===== config.mk =====
export PLATFORM = sky130hd
export DESIGN_NAME = seg7_pattern_decoder
export DESIGN_NICKNAME = d
export VERILOG_FILES = /design/src/rtl/seg7_pattern_decoder.sv
export SDC_FILE = /design/constraint.sdc
export NUM_CORES = 1
export LEC_CHECK = 0
export BUFFER_PORTS_ARGS = -buffer_cell sky130_fd_sc_hd__buf_2
export CORE_MARGIN = 2
export CORE_UTILIZATION = 37
export DETAILED_ROUTE_END_ITERATION = 8
export PLACE_DENSITY_LB_ADDON = 0.25
export SLEW_MARGIN = 20
export SYNTH_ARGS = -nofsm -noshare
export SYNTH_HDL_FRONTEND = slang
export SYNTH_SLANG_ARGS = --single-unit

===== constraint.sdc =====
create_clock -name clk -period 2.7 [get_ports clk]
set_input_delay 0.135 -clock clk [delete_from_list [all_inputs] [get_ports clk]]
set_output_delay 0.135 -clock clk [all_outputs]
set_load 0.01 [all_outputs]

===== src/rtl/seg7_pattern_decoder.sv =====
// Recovers a 3-bit index from an active-low 7-segment pattern. A pattern must be
// stable for a qualification window before it is decoded and presented on a valid/ready output.
module seg7_pattern_decoder #(
   parameter int STABLE_CYCLES = 4,
   parameter int ERR_CNT_W     = 8
) (
   input  logic                 clk,
   input  logic                 rst,
   input  logic [6:0]           seg_in,
   output logic                 out_valid,
   input  logic                 out_ready,
   output logic [2:0]           out_idx,
   output logic [7:0]           out_onehot,
   output logic                 err,
   output logic [ERR_CNT_W-1:0] err_count,
   output logic                 overrun
);

   localparam logic [7:0]           STAB_MAX = 8'(STABLE_CYCLES - 1);
   localparam logic [6:0]           BLANK    = 7'h7F;
   localparam logic [ERR_CNT_W-1:0] ERR_ONE  = ERR_CNT_W'(1);

   typedef enum logic {
      SETTLE,
      LOCKED
   } state_t;

   state_t     state;
   state_t     state_nxt;
   logic [6:0] seg_q;
   logic [6:0] last_pat;
   logic [7:0] stab_cnt;
   logic       seg_same;
   logic       qualify;
   logic       code_ok;
   logic       is_blank;
   logic [2:0] code_idx;
   logic       accept;

   assign seg_same = (seg_in == seg_q);
   assign is_blank = (seg_q == BLANK);
   assign accept   = out_valid && out_ready;

   // LOCKED means seg_q already equals last_pat, so nothing can qualify until the input moves.
   always_comb begin
      state_nxt = state;
      qualify   = 1'b0;
      case (state)
         SETTLE: begin
            if ((stab_cnt == STAB_MAX) && seg_same && (seg_q != last_pat)) begin
               qualify   = 1'b1;
               state_nxt = LOCKED;
            end
         end
         LOCKED: begin
            if (!seg_same) begin
               state_nxt = SETTLE;
            end
         end
         default: state_nxt = SETTLE;
      endcase
   end

   always_comb begin
      code_ok  = 1'b1;
      code_idx = 3'd0;
      case (seg_q)
         7'b0000001: code_idx = 3'd0;
         7'b1001111: code_idx = 3'd1;
         7'b0010010: code_idx = 3'd2;
         7'b0000110: code_idx = 3'd3;
         7'b1001100: code_idx = 3'd4;
         7'b0100100: code_idx = 3'd5;
         7'b0100000: code_idx = 3'd6;
         7'b0001111: code_idx = 3'd7;
         default:    code_ok  = 1'b0;
      endcase
   end

   always_ff @(posedge clk) begin
      if (rst) begin
         state <= SETTLE;
      end else begin
         state <= state_nxt;
      end
   end

   always_ff @(posedge clk) begin
      if (rst) begin
         seg_q    <= BLANK;
         last_pat <= BLANK;
         stab_cnt <= 8'd0;
      end else begin
         seg_q <= seg_in;
         if (!seg_same) begin
            stab_cnt <= 8'd0;
         end else if (stab_cnt != STAB_MAX) begin
            stab_cnt <= stab_cnt + 8'd1;
         end
         if (qualify) begin
            last_pat <= seg_q;
         end
      end
   end

   // A load on the same edge as an accept overrides the clear, keeping out_valid high.
   always_ff @(posedge clk) begin
      if (rst) begin
         out_valid  <= 1'b0;
         out_idx    <= 3'd0;
         out_onehot <= 8'd0;
         err        <= 1'b0;
         err_count  <= '0;
         overrun    <= 1'b0;
      end else begin
         err <= 1'b0;
         if (accept) begin
            out_valid  <= 1'b0;
            out_onehot <= 8'd0;
         end
         if (qualify) begin
            if (code_ok) begin
               if (!out_valid || out_ready) begin
                  out_valid  <= 1'b1;
                  out_idx    <= code_idx;
                  out_onehot <= 8'd1 << code_idx;
               end else begin
                  overrun <= 1'b1;
               end
            end else if (!is_blank) begin
               err <= 1'b1;
               if (err_count != '1) begin
                  err_count <= err_count + ERR_ONE;
               end
            end
         end
      end
   end

endmodule


Yosys cells after proc, flatten, opt, wreduce, memory -nomap -nowiden
Index checks and enable logic that the tools add are counted.
- register bits after elaboration: 45
- input port bits: 10
- output and inout port bits: 22
- word-level logic and storage cells: 59
- eq/ne operators: 14
- reduce and logical (&&, ||, !) cells: 11
- shift operators: 1
- $add $sub $neg: 2
- muxes and demuxes: 15
- bitwise operators: 6
- operator list (kind ; number):
    $mux 8 ; 4
    $eq 7x7->1 const B ; 3
    $pmux 3 s7 ; 1
    $add 8x1->8 const B ; 2
    $eq 7x6->1 const B ; 2
    $mux 1 ; 9
    $eq 8x2->1 const B ; 1
    $ne 8x2->1 const B ; 1
    $ne 8x8->1 const B ; 1
    $reduce_or 8->1 ; 1
    $shl 1x3->8 const A ; 1
    $eq 7x1->1 const B ; 1
    $eq 7x3->1 const B ; 1
    $eq 7x4->1 const B ; 1
    $eq 7x5->1 const B ; 1
    $eq 7x7->1 ; 1
    $ne 7x7->1 ; 1
    $not 1->1 ; 6
    $reduce_and 3->1 ; 2
    $reduce_and 4->1 ; 1
    $logic_and 1x1->1 ; 3
    $reduce_or 3->1 ; 1
    $pmux 1 s2 ; 1
    $reduce_or 2->1 ; 1
    other kinds (2) ; 2

Logic depth before layout (Yosys ltp)
Gate-level depths: netlist of run 1.
- word-level depth: 7
- depth in mapped cells: 9
- gate-level depth less buffers: 7

Least setup slack after synthesis of run 1
OpenSTA, ideal clock, no wires.
- path kind: reg2reg
- start: register stab_cnt[0]
- end: register err_count[4]
- data arrival time: 2119 ps
- required time: 2579 ps
- buffers on the path: 1
- clock period less this slack: 2240 ps
- setup time: 121 ps
- setup slack: 460 ps
- stages on the path, launching flop included: 9
- cell sequence: dfxtp_1 ha_1 nor4b_4 nand2_2 a211oi_2 o311ai_2 buf_6 nor4_4 mux2_4
- word-level cells in the longest chain between the ends: 6
- RTL lines (what ; line ; source):
    start, declared ; 32 ; logic [7:0] stab_cnt;
    start signal, assigned ; 98 ; stab_cnt <= stab_cnt + 8'd1;
    $eq 8x2->1 ; 50 ; if ((stab_cnt == STAB_MAX) && seg_same && (seg_q != last_pat)) begin
    $logic_and 1x1->1 (2 in series) ; 50 ;
    $mux 1 ; 50 ;
    $mux 1 ; 48 ; case (state)
    $reduce_and 4->1 (no line) ; -- ;
    end signal, assigned ; 133 ; err_count <= err_count + ERR_ONE;
    end, declared ; 15 ; output logic [ERR_CNT_W-1:0] err_count,
No other way between the ends.
A chain may end at the register's enable or synchronous reset.

Final worst setup path of run 1
- start: register stab_cnt[0]
- end: register err_count[3]
Same word-level chain as after synthesis.

==> flow_metrics.py, run 1 <==
metrics = {
    "clocking": {
        "path_clk_slew_ns": 0.08,
        "cts_max_level": 2,
        "ctsHoldBuffers": 0,
        "post-cts-setup-buffer-count": 0,
        "insertion_delay_ns": 0.29,
        "cts_tree": "done",
        "cts_buffer_depth": 2,
        "cts-resized-gates": 0,
        "cts_root_buffer": "clkbuf_8",
        "clock-sinks": 45,
        "cts_buffers": 5,
    },
    "synthesis": {
        "netlist.area_leader.share_pct": 37.5,
        "yosysSeqAreaShare_pct": 37.5,
        "ys_async_sr_fraction_pct": 0,
        "ys_warn_count": 0,
        "yosys_register_bits": 45,
        "synthCells": 251,
        "synth.distinct_cells": 52,
        "yosys.area.top_type": "dfxtp_1",
        "synthFlopType": "dfxtp_1",
        "syn-cell-area_mm2": 0.00240,
        "synth.area.top_cells": "dfxtp_1, xor2_1, nand2_1, nor2_1, nor4_4",
        "ys_top_cells_by_count": "dfxtp_1, nand2_1, nor2_1, xor2_1",
        "syn_area_per_cell_um2": 9.57,
        "yosysMostFrequentCell": "dfxtp_1",
        "synthesis.nets": 263,
        "synth-edff-count": 0,
    },
    "sta": {
        "min_period_over_period_pct": 92.2,
        "finalHoldViolCount": 0,
        "clock_skew_ns": 0.00723,
        "setup_tns_ns": 0,
        "rsz0062_at_grt": "false",
        "min_period_ns": 2.49,
        "slew_headroom_pct": 50.8,
        "setup_viol": 0,
        "slew_violations": 0,
        "worstMarginPinSlew_ns": 0.737,
        "max_freq_mhz": 402,
        "fin_hold_ws_ns": 0.0528,
    },
    "min_path": {
        "min_to": "seg_q[1]",
        "hold_path_depth": 2,
        "min_path_type": "input port to flop",
        "worstHoldStart": "seg_in[1]",
    },
    "setup_path": {
        "path_class": "flop to flop",
        "start_kind": "flop",
        "r2r_cells": 7,
        "r2r_slack_ns": 0.21,
        "rr_endpoint": "err_count[3]",
        "crit_arrival_ns": 2.70,
        "timing.rr.start": "stab_cnt[0]",
        "cp-end-kind": "flop",
        "required_ns": 2.91,
        "path_max_fanout": 15,
    },
    "die": {
        "dieWidth_um": 84.6,
        "die_h_um": 84.6,
        "core_mm2": 0.00631,
        "start_util_pct": 38.0,
        "num_rows": 29,
        "dieArea_mm2": 0.00715,
        "pin_count": 32,
    },
    "drt": {
        "post_drt_via_cell_ratio": 5.23,
        "routedWlPerCell_um": 13.4,
        "routed_wl_um": 4720,
        "num_vias": 1841,
        "wl_met3_um": 160,
        "drc": 0,
        "drtPass1Iterations": 4,
        "top_layer": "met4",
        "wl_met1_um": 2380,
        "postRouteAntennaNets": 0,
        "routed-wl-met2_um": 2070,
        "dr.first_iter.drc_count": 84,
    },
    "power_and_ir_drop": {
        "powerDensity_mw_per_mm2": 456,
        "p_leak_nw": 1.02,
        "vdd_drop_max_mv": 0.259,
    },
    "global_route": {
        "grt_first_pass_wirelength_um": 8090,
        "grtUsageTotal_pct": 13.9,
        "grt.overflow.total": 0,
        "antenna_found_initial": 0,
        "grt_max_degree": 41,
        "grt_pass1_vias": 1733,
    },
    "placement": {
        "gp_congestion": 0.750,
        "hpwl_um": 3250,
        "portBuffers": 31,
        "place_area_mm2": 0.00254,
    },
    "final_layout": {
        "nNetsFinal": 286,
        "drive_gt1_share_pct": 25.8,
        "areaGrowthSynthToFinish_pct": 10.5,
        "antennaDiodeCount": 0,
        "design_area_mm2": 0.00265,
    },
    "job": {
        "maxCapViolCount": 0,
    },
    "status": {
        "status": "finished, final reports clean",
    },
}
## per-stage QoR
step           instances  utilization, %  power [mW]  setup WS, ns
5_1_grt              352            42.0        1.27        0.0530
6_report             352            42.0        1.21         0.210
2_1_floorplan        251               -       0.753         0.460
3_3_place_gp         344            40.3       0.770         0.256
3_5_place_dp         344            40.3       0.769         0.128
4_1_cts              352            41.9        1.23        0.0896
## how the worst max path moves through the flow
| stage | from | to | slack, ns | depth (start not counted) |
|---|---|---|---|---|
| 2_1_floorplan | stab_cnt[0] | err_count[4] | 0.46 | 8 |
| 3_3_place_gp | stab_cnt[0] | err_count[4] | 0.26 | 7 |
| 3_5_place_dp | stab_cnt[0] | err_count[4] | 0.13 | 7 |
| 4_1_cts | stab_cnt[0] | err_count[3] | 0.09 | 7 |
| 5_1_grt | stab_cnt[1] | err_count[5] | 0.05 | 7 |
| 6_report | stab_cnt[0] | err_count[3] | 0.21 | 7 |
## worst max-delay path, stage by stage, from the launching register on
cell and delay (ns):
dfxtp_1 0.41, ha_1 0.27, nor4b_4 0.24, nand2_2 0.13, a211oi_2 0.35, o311ai_4 0.31, or4_1 0.54, a21oi_1 0.16
## report_power, final
part / switching, mW / internal, mW
Combinational: 0.0408 / 0.0297
Clock: 0.225 / 0.232
Sequential: 0.0160 / 0.669
## layout make-up
type,instances,area [um^2]
Fill cell,662,3660
Multi-Input combinational cell,185,1370
Sequential cell,45,901
Timing Repair Buffer,33,170
Clock buffer,7,96.3
Tap cell,77,96.3
Inverter,4,15.0
Clock inverter,1,5.00
## routing by layer
metal	up-vias	track usage, %
met1	863	18.9
met4	0	6.35
met2	30	21.0
met5	-	0
met3	9	2.95
li1	939	-
## sequential cells by signal (all words and copies together), names as in the netlist
name	flops
seg_q	7
err	1
out_onehot	8
stab_cnt	8
last_pat	7
out_idx	3
out_valid	1
state	1
overrun	1
err_count	8
## placed cells by master (no fill, tap or decap), types with 5 or more instances in the layout
master	count
a21oi_1	11
nor3_1	7
nand3_1	11
xnor2_1	6
nand2_1	19
o31ai_1	6
xor2_1	16
buf_2	31
and3_1	5
nor2_1	18
clkbuf_8	7
mux2i_1	5
or2_2	7
dfxtp_1	45
nor2b_1	10
a211o_1	7
## cell families after synthesis
logic type / share of synthesized area, %
DFF: 37.5
AOI/OAI and AO/OA: 14.8
muxes: 3.33
and+or+nand+nor: 29.4
xor gates and xnor gates: 8.02
adders and majority gates: 1.04
buffers and inverters: 5.89
(Power assumes the default switching activity.)
==> run 2: changes to the inputs <==
Settings changed: PLACE_DENSITY from default to 0.62, PLACE_DENSITY_LB_ADDON 0.25 to default.
==> run 2 against run 1 <==
Against the previous run: register-to-register slack gained 0.02 ns; largest cell class unchanged; wire length shrank 4.7%; largest power group unchanged; critical path type unchanged; sequential share of layout area is the same; count of clock-buffer cells in the layout is the same; sequential power is essentially flat; combinational power shrank 8.7%; first-iteration DRC count grew 50%; fmax grew 0.96%; clock skew grew 0.00095 ns; hold slack gained 0.0053 ns; final area is the same.
==> flow_metrics.py, run 2 (synthesis gave the netlist of run 1 again) <==
metrics = {
    "status": {
        "status": "finished, final reports clean",
    },
    "setup_path": {
        "crit_arrival_ns": 2.65,
        "cp_top_family": "simple AND/OR/NAND/NOR gates",
        "cp_cell_sequence": "ha_1 -> nor4b_4 -> nand2_2 -> a211oi_2 -> o311ai_4 -> nor4_4 -> mux2_4",
        "path_class": "flop to flop",
        "critPathMaxStageDelay_ns": 0.40,
        "start_kind": "flop",
        "cp_num_buf_inv": 0,
        "cp_slowest_cell": "dfxtp_1",
        "r2r_cells": 7,
        "cp.depth": 7,
        "required_ns": 2.89,
        "path_max_fanout": 15,
        "cp-end-kind": "flop",
    },
    "global_route": {
        "grt_pass1_vias": 1725,
        "grt_first_pass_wirelength_um": 7900,
        "grtUsageMet3_pct": 3.24,
        "antenna_found_initial": 0,
        "met2_usage_pct": 20.9,
        "use_met1_pct": 18.0,
        "busiest_layer": "met2",
        "grt_max_degree": 41,
        "grtUsageTotal_pct": 13.2,
        "grt.overflow.total": 0,
    },
    "clocking": {
        "path_clk_slew_ns": 0.08,
        "ctsHoldBuffers": 0,
        "cts_root_buffer": "clkbuf_8",
        "cts-resized-gates": 0,
        "insertion_delay_ns": 0.29,
        "cts_buffer_depth": 2,
        "clock-sinks": 45,
        "cts_buffers": 5,
        "post-cts-setup-buffer-count": 0,
        "cts_tree": "done",
        "cts_max_level": 2,
    },
    "sta": {
        "min_period_ns": 2.47,
        "worstMarginPinSlew_ns": 0.714,
        "slew_violations": 0,
        "slew_headroom_pct": 52.3,
        "clock_skew_ns": 0.00818,
        "rsz0062_at_grt": "false",
        "min_period_over_period_pct": 91.3,
        "setup_tns_ns": 0,
        "setup_viol": 0,
        "finalHoldViolCount": 0,
        "max_freq_mhz": 406,
    },
    "placement": {
        "gp_congestion": 0.744,
        "dp.cells": 342,
        "portBuffers": 31,
        "place_area_mm2": 0.00253,
        "hpwl_um": 3150,
    },
    "drt": {
        "num_vias": 1829,
        "dr.first_iter.drc_count": 126,
        "routedWlPerCell_um": 12.9,
        "postRouteAntennaNets": 0,
        "drc": 0,
        "routed_wl_um": 4500,
        "post_drt_via_cell_ratio": 5.23,
        "drtPass1Iterations": 4,
    },
    "power_and_ir_drop": {
        "p_leak_nw": 1.02,
        "powerDensity_mw_per_mm2": 478,
        "vdd_drop_max_mv": 0.281,
    },
    "final_layout": {
        "fin_cells": 350,
        "antennaDiodeCount": 0,
        "mostFrequentLayoutCell": "dfxtp_1",
        "layout_common_cells": "dfxtp_1, buf_2, nand2_1, nor2_1, xor2_1",
        "multi_input_area_mm2": 0.00137,
        "areaGrowthSynthToFinish_pct": 10.5,
        "fill_cells": 647,
        "design_area_mm2": 0.00265,
        "final-seq-area_um2": 901,
        "nNetsFinal": 284,
        "largestRegisters": "err_count x8, out_onehot x8, stab_cnt x8",
        "drive_gt1_share_pct": 24.9,
    },
    "die": {
        "core_mm2": 0.00631,
        "die_h_um": 84.6,
        "dieWidth_um": 84.6,
        "start_util_pct": 38.0,
        "dieArea_mm2": 0.00715,
        "pin_count": 32,
        "num_rows": 29,
    },
    "job": {
        "maxCapViolCount": 0,
    },
    "min_path": {
        "hold_path_depth": 2,
        "min_path_type": "input port to flop",
    },
}
-- run 2: metrics by stage --
stage	util [%]	hold slack, ns	power [mW]	worst slack [ns]
3_3_place_gp	40.0	0.355	0.767	0.259
6_report	42.0	0.0581	1.27	0.234
2_1_floorplan	-	0.242	0.753	0.460
4_1_cts	41.9	0.0482	1.29	0.135
5_1_grt	42.0	0.0517	1.33	0.0740
3_5_place_dp	40.0	0.354	0.767	0.140
-- run 2: final timing paths --
| path | startpoint | end | slack (ns) |
|---|---|---|---|
| worst max-delay path | stab_cnt[0] | err_count[4] | 0.23 |
| worst min-delay path | seg_in[2] | seg_q[2] | 0.06 |
| worst max register to register | stab_cnt[0] | err_count[4] | 0.23 |
| worst min register to register | out_idx[0] | out_idx[0] | 0.44 |
-- run 2: routing by layer --
layer | up-vias | routed length (um)
met1 | 850 | 2210
met5 | - | 0
met3 | 2 | 192
met4 | 0 | 29
met2 | 38 | 2060
li1 | 939 | -
-- run 2: cell type report --
| type | instances | share of cell area, % |
|---|---|---|
| Multi-Input combinational cell | 185 | 51.6 |
| Sequential cell | 45 | 33.9 |
| Timing Repair Buffer | 31 | 5.85 |
| Tap cell | 77 | 3.63 |
| Clock buffer | 7 | 3.25 |
| Clock inverter | 1 | 1.13 |
| Inverter | 4 | 0.566 |
-- run 2: where the power goes --
part	internal [mW]	switching (mW)
clock network	0.302	0.216
registers	0.669	0.0190
logic	0.0278	0.0366
total	0.998	0.271
-- run 2: worst reg2reg max path, cell delays in order, from the launching register on --
cell	delay (ns)
dfxtp_1	0.40
ha_1	0.26
nor4b_4	0.24
nand2_2	0.13
a211oi_2	0.36
o311ai_4	0.30
nor4_4	0.35
mux2_4	0.32
